**config.mk**
```make
export PLATFORM = sky130hd
export DESIGN_NAME = membus_arbiter
export DESIGN_NICKNAME = d
export VERILOG_FILES = /design/src/rtl/membus_arbiter.sv
export SDC_FILE = /design/constraint.sdc
export NUM_CORES = 1
export LEC_CHECK = 0
export BUFFER_PORTS_ARGS = -buffer_cell sky130_fd_sc_hd__buf_2
export CORE_MARGIN = 3
export CORE_UTILIZATION = 28
export CTS_CLUSTER_SIZE = 14
export DETAILED_ROUTE_END_ITERATION = 8
export PLACE_DENSITY = 0.58
export SLEW_MARGIN = 25
export SYNTH_ARGS = -nofsm -noshare
export SYNTH_HDL_FRONTEND = slang
export SYNTH_HIERARCHICAL = 1
export SYNTH_SLANG_ARGS = --single-unit
```
**constraint.sdc**
```tcl
create_clock -name clk -period 4.8 [get_ports clk]
set_clock_uncertainty 0.15 [all_clocks]
set_input_delay 1.2 -clock clk [delete_from_list [all_inputs] [get_ports clk]]
set_output_delay 1.2 -clock clk [all_outputs]
set_load 0.02 [all_outputs]
```
**src/rtl/membus_arbiter.sv**
```systemverilog
// Two-port round-robin arbiter sharing one membus. Grant is combinational in
// the issue cycle; ack and read data return one cycle later with a lock for RMW.

module membus_arbiter_port #(
  parameter int width = 16
) (
  input  logic             clk,
  input  logic             reset,
  input  logic             grant,
  input  logic             we,
  input  logic [width-1:0] bus_data_read,
  output logic             inflight,
  output logic             ack,
  output logic [width-1:0] rdata
);
  logic             pend_we;
  logic [width-1:0] hold;

  always_ff @(posedge clk) begin
    if (reset) begin
      inflight <= 1'b0;
      pend_we  <= 1'b0;
      hold     <= '0;
    end else begin
      inflight <= grant;
      if (grant) pend_we <= we;
      if (inflight && !pend_we) hold <= bus_data_read;
    end
  end

  // Read data passes straight through on the ack cycle, then the hold takes over.
  assign ack   = inflight & ~reset;
  assign rdata = reset ? '0 : ((ack && !pend_we) ? bus_data_read : hold);
endmodule

module membus_arbiter #(
  parameter int width      = 16,
  parameter int addr_width = 9
) (
  input  logic                  clk,
  input  logic                  reset,
  input  logic                  r0_req,
  input  logic                  r0_we,
  input  logic                  r0_lock,
  input  logic [addr_width-1:0] r0_addr,
  input  logic [width-1:0]      r0_wdata,
  output logic                  r0_ack,
  output logic [width-1:0]      r0_rdata,
  input  logic                  r1_req,
  input  logic                  r1_we,
  input  logic                  r1_lock,
  input  logic [addr_width-1:0] r1_addr,
  input  logic [width-1:0]      r1_wdata,
  output logic                  r1_ack,
  output logic [width-1:0]      r1_rdata,
  output logic [addr_width-1:0] bus_addr,
  output logic [width-1:0]      bus_data_write,
  output logic                  bus_w_strobe,
  input  logic [width-1:0]      bus_data_read
);
  localparam int NUM_PORTS = 2;

  logic [NUM_PORTS-1:0]                 req, we, lk, elig, gnt, inflight, ack;
  logic [NUM_PORTS-1:0][addr_width-1:0] addr;
  logic [NUM_PORTS-1:0][width-1:0]      wdata, rdata;
  logic                                 last_gnt, lock_held, lock_owner;
  logic                                 sel, gnt_any;
  logic [addr_width-1:0]                addr_q;
  logic [width-1:0]                     wdata_q;

  assign req   = {r1_req, r0_req};
  assign we    = {r1_we, r0_we};
  assign lk    = {r1_lock, r0_lock};
  assign addr  = {r1_addr, r0_addr};
  assign wdata = {r1_wdata, r0_wdata};

  // A port with an ack due this cycle is skipped so its held req is not re-granted.
  for (genvar i = 0; i < NUM_PORTS; i++) begin : gen_elig
    assign elig[i] = ~reset & req[i] & ~inflight[i] & ~(lock_held & (lock_owner != 1'(i)));
  end

  always_comb begin
    gnt_any = |elig;
    sel     = (&elig) ? ~last_gnt : elig[1];
    gnt     = '0;
    if (gnt_any) gnt = sel ? 2'b10 : 2'b01;
  end

  assign bus_addr       = gnt_any ? addr[sel]  : addr_q;
  assign bus_data_write = gnt_any ? wdata[sel] : wdata_q;
  assign bus_w_strobe   = gnt_any & we[sel];

  always_ff @(posedge clk) begin
    if (reset) begin
      last_gnt   <= 1'b1;  // port 0 wins the first tie
      lock_held  <= 1'b0;
      lock_owner <= 1'b0;
      addr_q     <= '0;
      wdata_q    <= '0;
    end else if (gnt_any) begin
      last_gnt <= sel;
      addr_q   <= addr[sel];
      wdata_q  <= wdata[sel];
      if (lk[sel]) begin
        lock_held  <= 1'b1;
        lock_owner <= sel;
      end else if (lock_held && lock_owner == sel) begin
        lock_held <= 1'b0;
      end
    end
  end

  membus_arbiter_port #(.width(width)) u_port [NUM_PORTS-1:0] (
    .clk           (clk),
    .reset         (reset),
    .grant         (gnt),
    .we            (we),
    .bus_data_read (bus_data_read),
    .inflight      (inflight),
    .ack           (ack),
    .rdata         (rdata)
  );

  assign r0_ack   = ack[0];
  assign r1_ack   = ack[1];
  assign r0_rdata = rdata[0];
  assign r1_rdata = rdata[1];

  // A pending request that was neither granted nor acked must still be there next cycle.
  for (genvar i = 0; i < NUM_PORTS; i++) begin : gen_chk
    a_req_held: assert property (@(posedge clk) disable iff (reset)
      (req[i] && !gnt[i] && !inflight[i]) |=> req[i]);
  end
endmodule

```
# After elaboration in Yosys (flattened, before gate mapping)
# Index checks and enable logic that the tools add are counted.
op_classes:
  n_lt_le_gt_ge: 1
  n_eq_ne: 1
  muxes: 19
  bitwise_logic: 18
  n_reduce_logical: 12
op_table:
  columns: ["operator", "n"]
  rows:
  - ["$mux 16", 7]
  - ["$mux 9", 3]
  - ["$and 1x1->1", 11]
  - ["$mux 1", 7]
  - ["$not 1->1", 7]
  - ["$reduce_and 2->1", 3]
  - ["$logic_and 1x1->1", 5]
  - ["$mux 2", 2]
  - ["$logic_not 1->1", 2]
  - ["$lt 1x2->1 const B", 1]
  - ["$reduce_bool 2->1", 1]
  - ["$reduce_or 2->1", 1]
  - ["$eq 1x1->1", 1]
totals:
  register_bits: 64
  in_bits: 74

# Depth between registers and ports, before layout
# Gate-level depths: netlist (run 1).
logic_depth:
  word_depth: 10
  depth_mapped: 6
  mapped_depth_nobuf: 5

# Cells and area by module
# Netlist (run 1), hierarchy kept.
by_module_without_submodules:
  columns: ["module", "n_inst", "cells_per_inst", "area_each_um2", "seq_area_each_um2"]
  rows:
  - ["membus_arbiter_port", 2, 95, 1032.2, 360.3]
  - ["membus_arbiter", 1, 164, 1311.3, 560.5]

# Worst setup path before layout (run 1)
# Ideal clock, no wire load.
synth_timing:
  kind: "input to output"
  startpoint: "input port reset"
  endpoint: "output port bus_addr[0]"
  arrival_ps: 2505
  required_time_ps: 3450
  path_slack_ps: 945
  cell_stages: 5
  cell_sequence: "or3b_1 o311ai_2 buf_2 o22ai_1 nor2_1"
synth_between:
  elab_chain_len: 9
synth_rtl:
  columns: ["element", "line", "source"]
  rows:
  - ["from (decl)", "41", "input logic reset,"]
  - ["$not 1->1 *", "79", "assign elig[i] = ~reset & req[i] & ~inflight[i] & ~(lock_held & (lock_owner != 1'(i)));"]
  - ["$and 1x1->1 (3 in a row)", "79", null]
  - ["$reduce_and 2->1", "84", "sel = (&elig) ? ~last_gnt : elig[1];"]
  - ["$mux 1", "84", null]
  - ["$mux 9 (not written as such) (2 in a row)", "89", "assign bus_addr = gnt_any ? addr[sel] : addr_q;"]
  - ["$mux 9 *", null, null]
  - ["to (decl)", "56", "output logic [addr_width-1:0] bus_addr,"]
# Mark *: on every way between the ends. The rest lies on a longest branch, timed or not. The select of a mux whose other input is x is not followed.

# Final worst setup path (run 1)
layout_timing:
  startpoint: "input port reset"
  endpoint: "output port bus_data_write[7]"
layout_between:
  elab_chain_len: 9
layout_rtl:
  columns: ["element", "line", "source"]
  rows:
  - ["$not 1->1 *", "79", null]
  - ["$and 1x1->1 (3 in a row)", "79", null]
  - ["$reduce_and 2->1", "84", null]
  - ["$mux 1", "84", null]
  - ["$mux 16 (not written as such) (2 in a row)", "90", "assign bus_data_write = gnt_any ? wdata[sel] : wdata_q;"]
  - ["$mux 16 *", null, null]
  - ["to (decl)", "57", "output logic [width-1:0] bus_data_write,"]
# Marks and branches as above.

==> impl_results.md, run 1 <==
- Worst setup margin: 448 ps
- Cts hold-fix bufs: 0
- Synthesized flop and latch total: between 60 and 70
- Final WL: around 9000 um
- Logic pwr share: 0.189
- Post-synthesis mux area share: 0.00593
- Share of the yosys chip area belonging to registers: 0.380
- Final Util: 0.375
- Layout area overhead: 28.9%
- Worst Hold Class: reg -> reg
- Clock transition at path regs: around 50 ps
- Synthesized cell area: between 3000 and 4000 um2
- CTS tree: built
- GRT Overall Usage: 0.133
- Place WS: between 400 and 500 ps
- Unrepaired setup endpoints after global routing: no
- Nets: 553
- DR vias/cell: a little under 5
- VDD IR max: roughly 0.17 mV
- Layout cells sized above 1: 0.470
- Ys flop type: dfxtp_1
- Worst setup SP type: primary input
- Die Wd: approximately 120 um
- Cell Rows: 39
- Slew Limit Headroom: 0.557
- Post-synth top area cell: dfxtp_1
- CP max FO: 19
- Critical setup path kind: in -> out
- Die Y: around 120 um
- Post-Layout Cell Count: around 630
- Yosys warning count: 6
- Period utilisation layout: 0.907
- Ys async rst share: 0
- Leading cell type in the layout, fill and taps excluded: buf_2
- Synth top area share: 0.380
- WL/cell: 14.6 um
- Placed insts: about 600
- Initial Util: 0.291
- Worst-margin pin slew: 664 ps
- Post_cts resized: 0
- Max Cap Viol: 0
- Avg Synthesized Cell Area: ~9.5 um2
- Initial antenna violation count: 3
- Starting DRC count in detailed routing: roughly 160
- Final Slew Violations: 0
- Arr. time, crit path: about 3000 ps
- Cts bufs inserted: 9
- Hold WS: 304 ps
- Net Sw Frac: 0.277
- Post-route DRC: 0
- Hold Vio Cnt, Final: 0
- Largest net degree at the start of global routing: 75
- Internal power: 0.00109 W
- First-pass GRT wire length: between 10000 and 15000 um
- Buffers on Ports: roughly 130
- Final min period: about 4400 ps
- GRT overflow: 0
- Switching power: roughly 0.00042 W
- Sequential power share: 0.387
- Vias: 3085
- Synth Area in XOR/XNOR: 0
- Post-CTS Setup Bufs: 0
- Power Density: 346 nW/um2
- Clock power share: 0.424
- Core ar.: approximately 12000 um2
- Final ANT Viol Nets: 0
- CTS Buffer Depth: 2
- Complex-gate fraction of the synthesized area: 0.275
- CTS Root Cell: clkbuf_16
- Clk_lat worst skew: about 320 ps
- IO Pins: about 130
- Worst setup EP type: output port
- Pleak: 1.91 nW
- Number of global-route vias before repair: around 2900
- Gpl congestion: about 0.86
- Post-Synth Adder-Cell Area: 0
- Final setup viols: 0
- CTS Sinks: 64
- Cell depth of the worst flop-to-flop path: 5
- Dpl hpwl: 6870 um
- Fmax: roughly 230 MHz
- DRT Pass-1 Iters: 4
- Synth unique cells: 31
- Htree depth: 3
- Cell count after synthesis: 354
- Outcome: finished, final reports clean
- Critical Path RT: about 3500 ps
- WHS Path Cells: 2
- Syn nets: 428
- Setup_tns: 0 ps
- EDFF count, synth: 0
- Simple-gate share of the synthesized area: 0.274
- Die footprint: roughly 13000 um2
- Combinational family with the most area after synthesis: compound AO/OA/AOI/OAI gates
- Commonest cells after routing, fill and taps aside: 135 x buf_2, 64 x dfxtp_1, 60 x o21ai_2
- Top post-synthesis cells by area: dfxtp_1 38%, o21ai_2 16%, nand4bb_1 11%, nand2b_1 6.3%, nand2_1 3.9%
-- critical path, cell delays in order --
cell and delay [ps]:
buf_2 130, or3b_1 410, a311o_1 440, inv_2 390, a22oi_1 160, nand2_1 100
buf_2 160
-- sequential cells by signal (all words and copies together) (netlist names) --
name             flops
u_port/hold         32
u_port/inflight      2
wdata_q             16
addr_q               9
lock_owner           1
lock_held            1
u_port/pend_we       2
last_gnt             1
-- synth_stat cells, types with 3 or more instances --
master     count
buf_12         6
nand4bb_1     32
buf_4          3
o21ai_0       10
o21ai_2       60
dfxtp_1       64
a22o_1         3
nor2b_1        5
nor3_1        10
nand2b_1      34
nand2_1       35
nor2_1        24
a22oi_2        7
o21ai_1        9
o22ai_1       11
a22oi_1        9
clkbuf_1      13
-- final cells by class --
class / instances / area [um2]
Fill cell: 1209 / 7260
Multi-Input combinational cell: 263 / 1870
Sequential cell: 64 / 1280
Timing Repair Buffer: 139 / 706
Clock buffer: 10 / 239
Tap cell: 143 / 179
Clock inverter: 5 / 57.6
Inverter: 2 / 7.51
Antenna cell: 3 / 7.51
-- cell families (layout without fill, tap and decap cells) --
logic type | Yosys count | in the layout
other cells | 0 | 3
flops | 64 | 64
simple gates | 145 | 145
compound gates | 116 | 116
buf+inv | 27 | 156
mux | 2 | 2
-- power by group through the flow --
stage	sequential [W]	combinational, W	clock [W]
floorplan	0.000590	0.000199	0
global placement	0.000595	0.000282	0
detailed placement	0.000595	0.000287	0
CTS	0.000584	0.000287	0.000661
global route	0.000588	0.000312	0.000687
finish	0.000584	0.000284	0.000639
-- worst paths after layout --
path                           start                end  slack (ps)
setup / recovery               reset  bus_data_write[7]         450
hold / removal           wdata_q[10]        wdata_q[10]         300
setup reg to reg  u_port[1]/inflight  u_port[1]/pend_we        2370
hold reg to reg          wdata_q[10]        wdata_q[10]         300
-- per-layer routing --
layer,global-route usage,part of all wire,vias to the layer above
li1,-,-,1549
met5,0,0,-
met1,0.171,0.44,1456
met4,0.0634,0.022,0
met2,0.209,0.49,67
met3,0.0345,0.048,13
-- stage by stage --
step / total power, W / cell area, um2
6_report: 0.00151 / 4350
5_1_grt: 0.00159 / 4350
4_1_cts: 0.00153 / 4340
3_5_place_dp: 0.000882 / 4050
3_3_place_gp: 0.000877 / 4040
2_1_floorplan: 0.000789 / 3380
Note: power is estimated with default switching activity, not from simulation.
==> inputs of run 2 (changes only) <==
--- a/config.mk
+++ b/config.mk
@@ -11,6 +11,7 @@
 export CTS_CLUSTER_SIZE = 14
 export DETAILED_ROUTE_END_ITERATION = 8
 export PLACE_DENSITY = 0.58
+export RECOVER_POWER = 25
 export SLEW_MARGIN = 25
 export SYNTH_ARGS = -nofsm -noshare
 export SYNTH_HDL_FRONTEND = slang
==> run 2 against run 1 <==
Net effect: cell count is the same; sequential power is essentially flat; combinational power shrank 1%; utilization shrank 0.66 points; die area is the same; critical path depth is the same; first-iteration DRC count shrank 0.64%; non-clock buffer count is the same; maximum frequency shrank 0.81%; sequential share of layout area grew 0.53 points; via count shrank 0.19%; count of clock-buffer cells in the layout is the same; critical endpoint unchanged.
==> impl_results.md, run 2 (synthesized netlist as in run 1, its figures left out) <==
- Max Cap Viol: 0
- Die Y: approximately 120 um
- Final WL: ~9000 um
- Pleak: 1.87 nW
- Period utilisation layout: 0.914
- Post-route cell area: 4280 um2
- Nets: 553
- IO Pins: 134
- WL/cell: 14.7 um
- CTS Root Cell: clkbuf_16
- CTS Sinks: between 60 and 70
- Buffers on Ports: about 130
- GRT overflow: 0
- Leading cell type in the layout, fill and taps excluded: buf_2
- Number of global-route vias before repair: roughly 2900
- Largest regs: u_port/hold x32, wdata_q x16, addr_q x9
- Cell Rows: 39
- Layout cells sized above 1: 0.427
- Setup crit start: reset
- Unrepaired setup endpoints after global routing: no
- Post-route DRC: 0
- Worst setup EP type: output port
- Cts bufs inserted: 9
- Power Density: 352 nW/um2
- Worst Hold Class: reg -> reg
- First-pass GRT wire length: between 10000 and 15000 um
- Commonest cells after routing, fill and taps aside: 134 x buf_2, 64 x dfxtp_1, 40 x o21ai_2
- Sequential power share: 0.388
- Final Util: 0.368
- Critical setup path kind: in -> out
- Post-Layout Cell Count: 629
- Post-CTS Setup Bufs: 0
- Arr. time, crit path: slightly above 3000 ps
- Multi-input gate area: 1800 um2
- Logic pwr share: 0.186
- Switching power: slightly above 0.0004 W
- DRT Pass-1 Iters: 4
- Net Sw Frac: 0.276
- Fill count: 1237
- Starting DRC count in detailed routing: around 160
- Largest net degree at the start of global routing: 75
- Final min period: between 4000 and 5000 ps
- CP max FO: 19
- Clock transition at path regs: around 50 ps
- Core ar.: 11600 um2
- Die Wd: between 100 and 150 um
- Gpl congestion: roughly 0.86
- Max reg flops: 32
- Top reg by flops: u_port/hold
- Placed cell area: 4050 um2
- Final ANT Viol Nets: 0
- Final Slew Violations: 0
- Fmax: about 230 MHz
- Critical Path RT: 3450 ps
- Placed insts: just over 600
- Htree depth: 3
- Pwr Total: between 0.0015 and 0.002 W
- Setup_tns: 0 ps
- R2R Path Start: u_port[1]/inflight
- Hold Vio Cnt, Final: 0
- Clock power share: 0.425
- Dpl hpwl: 6870 um
- Slew Limit Headroom: 0.557
- Layout area overhead: 26.6%
- VDD IR max: about 0.17 mV
- Internal power: between 0.001 and 0.0015 W
- Initial Util: 0.291
- Final setup viols: 0
- Vias: just over 3000
- GRT Overall Usage: 0.133
- Die footprint: approximately 13000 um2
- Worst-margin pin slew: between 600 and 700 ps
- CTS tree: built
- Post_cts resized: 0
- Clk_lat worst skew: around 320 ps
- Initial antenna violation count: 3
- Worst setup SP type: primary input
- CTS Buffer Depth: 2
- Cts hold-fix bufs: 0
- Reg area: between 1000 and 1500 um2
- Hold Startpoint: wdata_q[10]
- DR vias/cell: around 4.9
- Outcome: finished, final reports clean
run 2: final timing paths:
kind / endpoint / slack [ps] / depth (start not counted)
max reg2reg: u_port[1]/pend_we / 2360 / 5
max: bus_data_write[7] / 410 / 7
min: wdata_q[10] / 310 / 2
min reg2reg: wdata_q[10] / 310 / 2
run 2: worst max-delay path: stages:
cell and delay [ps]:
clkbuf_1 130, or3b_1 430, a311o_1 450, inv_2 400, a22oi_1 160, nand2_1 100, buf_2 160
run 2: per-stage QoR:
step                      hold WS (ps)  setup slack (ps)
after CTS                          311               456
after detailed placement           303               456
after global routing               337               285
after global placement             295               511
after floorplan                    286               945
final                              305               412
run 2: final cells by class:
type	instances	area share
clock inverters	5	0.0135
clock buffers	10	0.0559
repair buffers	139	0.165
well taps	143	0.0418
flip-flops and latches	64	0.300
inverters	2	0.00176
diodes	3	0.00176
multi-input cells	263	0.421
run 2: power by group through the flow:
stage	registers, W	logic [W]	clock network [W]
after detailed placement	0.000595	0.000287	0
final	0.000584	0.000280	0.000640
after floorplan	0.000590	0.000199	0
after global placement	0.000595	0.000282	0
after global routing	0.000588	0.000307	0.000687
after CTS	0.000584	0.000287	0.000661
run 2: per-layer routing:
| metal | vias to the layer above | track usage | share of wire | routed length, um |
|---|---|---|---|---|
| li1 | 1544 | - | - | - |
| met1 | 1466 | 0.171 | 0.45 | 4160 |
| met2 | 57 | 0.209 | 0.49 | 4510 |
| met3 | 12 | 0.0345 | 0.043 | 401 |
| met4 | 0 | 0.0634 | 0.021 | 197 |
| met5 | - | 0 | 0 | 0 |
